File: config.mk
export PLATFORM = sky130hd
export DESIGN_NAME = chk_fifo
export DESIGN_NICKNAME = d
export VERILOG_FILES = /design/src/rtl/axi_protocol_checker.sv
export SDC_FILE = /design/constraint.sdc
export NUM_CORES = 1
export LEC_CHECK = 0
export CORE_MARGIN = 1.5
export CORE_UTILIZATION = 54
export CTS_CLUSTER_SIZE = 30
export DETAILED_ROUTE_END_ITERATION = 8
export DONT_BUFFER_PORTS = 1
export MAX_ROUTING_LAYER = met4
export PLACE_DENSITY = 0.74
export SETUP_SLACK_MARGIN = 0.3
export SLEW_MARGIN = 25
export SYNTH_ARGS = -nofsm -noshare
export SYNTH_HDL_FRONTEND = slang
export SYNTH_SLANG_ARGS = --single-unit
File: constraint.sdc
create_clock -name clk -period 1.5 [get_ports clk]
set_input_delay 0.375 -clock clk [delete_from_list [all_inputs] [get_ports clk]]
set_output_delay 0.375 -clock clk [all_outputs]
set_load 0.03 [all_outputs]
File: src/rtl/axi_protocol_checker.sv
// Passive AXI4 link monitor. It tracks outstanding bursts in order, counts
// beats against the latched AxLEN, and reports protocol violations.
module chk_fifo #(
  parameter int W     = 8,
  parameter int DEPTH = 4
) (
  input  logic                     clk,
  input  logic                     rst,
  input  logic                     push,
  input  logic                     pop,
  input  logic [W-1:0]             din,
  output logic [W-1:0]             dout,
  output logic [$clog2(DEPTH):0]   count
);
  localparam int PW = $clog2(DEPTH);
  localparam int CW = PW + 1;

  logic [W-1:0]  mem [DEPTH];
  logic [PW-1:0] wp, rp;

  always_ff @(posedge clk) begin
    if (push) mem[wp] <= din;
  end

  always_ff @(posedge clk or posedge rst) begin
    if (rst) begin
      wp    <= '0;
      rp    <= '0;
      count <= '0;
    end else begin
      if (push) wp <= wp + PW'(1);
      if (pop)  rp <= rp + PW'(1);
      count <= count + CW'(push) - CW'(pop);
    end
  end

  assign dout = mem[rp];
endmodule


After elaboration in Yosys (flattened, before gate mapping):

Memories as Yosys holds them, arrays and structs flattened.
Cells that the tools add are included.

* memories kept: 1
* register bits: 7
* bits in writable memories: 32

* multiplexer cells: 2
* $add $sub $neg: 4

Memory list
* mem: depth 4, bits a word 8, rd ports 1, clocked after Yosys merged registers in 0, write ports 1, line 18 `logic [W-1:0] mem [DEPTH];`

Operators with widths (number)
* 2-bit by 1-bit adder with 2-bit output (second input constant): 2
* 3-bit by 1-bit adder with 3-bit output: 1
* 3-bit by 1-bit subtractor with 3-bit output: 1
* 1-bit two-way mux: 2

Depth between registers and ports, before layout:

* word-level depth: 2
* depth in mapped cells: 7
* mapped depth without buffers: 7

Worst setup path before layout:

No wires, ideal clock.

* kind: reg2reg
* start: register count[0]
* end: register count[2]
* arrival: 1.669 ns
* slack: -0.292 ns
* cell stages (with the launch flop): 8
* library setup time: 0.123 ns
* buffers on the path: 0
* data required time: 1.377 ns
* cells stage by stage: dfrtp_1 > inv_1 > ha_1 > inv_1 > ha_1 > fa_1 > xnor2_1 > xnor2_1

* longest elaborated chain between the ends: 2

RTL lines
* from (decl): line 13 `output logic [$clog2(DEPTH):0] count`
* from (signal assigned): line 33 `count <= count + CW'(push) - CW'(pop);`
* 3-bit by 1-bit adder with 3-bit output: line 33
* 3-bit by 1-bit subtractor with 3-bit output: line 33

Every way passes these cells.
A chain may end at the register's enable or synchronous reset.

Worst setup path after layout:

* start: register rp[0]
* end: output port dout[1]

* longest elaborated chain between the ends: 1

RTL lines
* from (decl): line 19 `logic [PW-1:0] wp, rp;`
* from (signal assigned): line 32 `if (pop) rp <= rp + PW'(1);`
* memory read 4 x 8 bit
* to (decl): line 12 `output logic [W-1:0] dout,`

Every way passes these cells.

==> results.md <==
• **total routed wire length on the met1 layer** 947 um
• **Net Count, Synth** 94
• **critical path data required time** 1120 ps
• **number of placement rows** 19
• **Die Footprint** 3170 um^2
• **count of synthesis-stage warnings from yosys** 0
• **Crit path max-delay family** multiplexers
• **PnR worst setup slack** -412 ps
• **unrepaired setup endpoints after global routing** true
• **buffering stage count on the worst path with inverters included** 1
• **hold violation total from the final report** 0
• **violations in the final reports** negative setup slack
• **DRT antenna net count** 0
• **final critical delay including setup and external delays** 1910 ps
• **leakage** 0.666 nW
• **wire length of the first global-routing pass** 3770 um
• **Clock transition at path regs** 120 ps
• **layout-stage area growth over the synthesis result** 22.0%
• **type of the worst setup path** reg2out
• **power density relative to cell area** 2130 nW/um^2
• **detailed-routed wire length on met2** 1190 um
• **highest metal layer used by the detailed router** met4
• **final instance count without filler cells** 124
• **initial antenna violation count** 0
• **antenna diode instance count** 0
• **number of buffer cells added on primary ports** 0
• **Cell Area, Placed** 1620 um^2
• **number of register bits inferred by synthesis** 39
• **post-synthesis area per instance** 20.5 um^2
• **clock tree from TritonCTS** done
• **arrival time worst endpoint** 1540 ps
• **overflow left after global routing** 0
• **reported max-cap violation count** 0
• **total iterations of the first detailed-routing run** 3
• **register area share after synthesis** 74.0%
• **number of H-tree levels** 2
• **RePlAce Congestion** 0.702
• **cell breakdown of the critical path** buf_12 -> mux4_2
• **total via count in the routed design** 678
• **Mapped Cells** 75
• **Nets** 111
• **core area** 2730 um^2
• **final cycle utilization of the critical path** 127%
• **netlist area before placement** 1540 um^2
• **Worst Hold Depth** 1
• **worst vdd rail ir drop** 1.62 mV
• **width of the chip** 56.3 um
• **final number of max-transition violations** 0
• **source-to-sink clock delay at the later pin of the worst-skew pair** 340 ps
• **placed insts** 110
• **Crit path depth** 2
• **slowest stage cell, crit path** sky130_fd_sc_hd__mux4_2
• **startpoint class of the critical path** register
• **final-report setup violation count** 9
• **pin count of the biggest net entering global routing** 14
• **result of the run** complete, but fails checks
• **WL per Instance** 19.2 um
• **overall track demand over capacity in global routing** 17.6%
• **proportion of layout cells with a drive suffix above 1** 50.5%
• **ratio of routed vias to standard cells** 5.47
• **starting density of the core** 56.2%
• **clock sink total** 39
• **vias in the first global route** 785
• **Crit Path Max Fanout** 8
• **met3 routed wirelength** 146 um
• **actual slew at the worst max-slew pin** 418 ps
• **maximum buffer depth of the clock tree** 2
• **path type of the worst min-delay path** in2reg
• **type of element capturing the critical path** output pin
• **number of library cell types mapped by synthesis** 13
• **DR iter-0 viols** 12
• **Worst path max stage delay** 620 ps
• **Post-Layout Inst Area** 1870 um^2
• **fill cell total of the finished layout** 159
• **vertical extent of the die** 56.3 um
• **final HPWL from detailed placement** 1480 um
• **clock skew after layout** 4.80 ps
• **normalized max-slew margin** 72.1%
• **cell chosen for the clock root** sky130_fd_sc_hd__clkbuf_4
• **path depth of the worst reg2reg path** 7
• **CTS buffer count** 5
• **DRC errors left** 0
• **detailed-route wire length** 2380 um
• **Max Clk Rate** 0.523 GHz
• **I/O pin count** 23
area by class of cell:
| class | count | area (um^2) | area share (%) |
|---|---|---|---|
| Clock buffer | 5 | 37.5 | 2.00 |
| Clock inverter | 3 | 43.8 | 2.34 |
| Inverter | 7 | 28.8 | 1.54 |
| Multi-Input combinational cell | 27 | 452 | 24.1 |
| Sequential cell | 39 | 1140 | 60.9 |
| Tap cell | 31 | 38.8 | 2.07 |
| Timing Repair Buffer | 12 | 131 | 7.01 |
power breakdown:
group	internal, mW	switching [mW]	leakage, nW
registers	1.46	0.227	0.372
logic	0.757	0.846	0.249
clock network	0.351	0.354	0.0452
total	2.57	1.43	0.666
synthesized netlist by cell type:
cell type	count	area (um^2)
sky130_fd_sc_hd__inv_1	7	26.3
sky130_fd_sc_hd__ha_1	6	75.1
sky130_fd_sc_hd__buf_2	1	5.00
sky130_fd_sc_hd__o21ai_0	1	5.00
sky130_fd_sc_hd__mux4_2	8	180
sky130_fd_sc_hd__buf_6	1	11.3
sky130_fd_sc_hd__and2_1	4	25.0
sky130_fd_sc_hd__edfxtp_1	32	961
sky130_fd_sc_hd__xnor2_1	3	26.3
sky130_fd_sc_hd__dfrtp_1	7	175
sky130_fd_sc_hd__nand2_1	2	7.51
sky130_fd_sc_hd__xor2_1	2	17.5
sky130_fd_sc_hd__fa_1	1	20.0
metrics by stage:
step / setup TNS (ps) / util [%] / worst slack [ps] / power [mW] / hold WS, ps
2_1_floorplan: -167 / - / -155 / 2.64 / 178
3_3_place_gp: -175 / 59.4 / -43.6 / 2.89 / 209
3_5_place_dp: -287 / 59.4 / -87.5 / 2.93 / 210
4_1_cts: -3460 / 65.2 / -428 / 3.78 / 82.7
5_1_grt: -3740 / 68.5 / -454 / 4.21 / 88.6
6_report: -3370 / 68.5 / -412 / 4.00 / 93.7
final timing paths:
path	slack, ps	endpoint	startpoint
min in group asynchronous	390	count[1]	rst
worst min register to register	670	count[2]	count[1]
worst max register to register	-120	count[2]	count[0]
worst min-delay path	90	rp[0]	pop
max in group asynchronous	870	count[2]	rst
worst max-delay path	-410	dout[1]	rp[0]
metal layers:
layer | vias to the layer above | global-route usage, %
met1 | 331 | 21.2
met2 | 22 | 26.2
met4 | 0 | 8.16
met3 | 12 | 7.14
li1 | 313 | -
met5 | - | -
flip-flops by register name (all words and copies together) (netlist names):
signal,flops
count,3
mem,32
rp,2
wp,2
kinds of logic (layout without fill, tap and decap cells):
group / Yosys count / after routing / share of synthesized area (%)
flops: 39 / 39 / 74.0
buf+inv: 9 / 27 / 2.77
mux: 8 / 8 / 11.7
fa+ha+maj: 7 / 7 / 6.19
simple gates: 6 / 6 / 2.12
xor+xnor: 5 / 5 / 2.85
compound gates: 1 / 1 / 0.326
placed cells by master, fill, tap and decap left out, drive strengths merged:
cell         synthesis  routed
and2                 4       4
buf                  2      11
bufinv               0       1
clkbuf               0       5
clkinv               0       2
dfrtp                7       7
dlygate4sd3          0       1
edfxtp              32      32
fa                   1       1
ha                   6       6
inv                  7       7
mux4                 8       8
nand2                2       2
o21ai                1       1
xnor2                3       3
xor2                 2       2
timing repair:
| item | 4_1_cts | 5_1_grt |
|---|---|---|
| gates resized for setup | 13 | 17 |
| pin swaps | 0 | 8 |
| hold endpoints to repair | 7 | 0 |
| setup endpoints to repair | 43 | 35 |
| hold buffers | 1 | 0 |
| setup buffers | 3 | 2 |
Note: power is estimated with default switching activity, not from simulation.
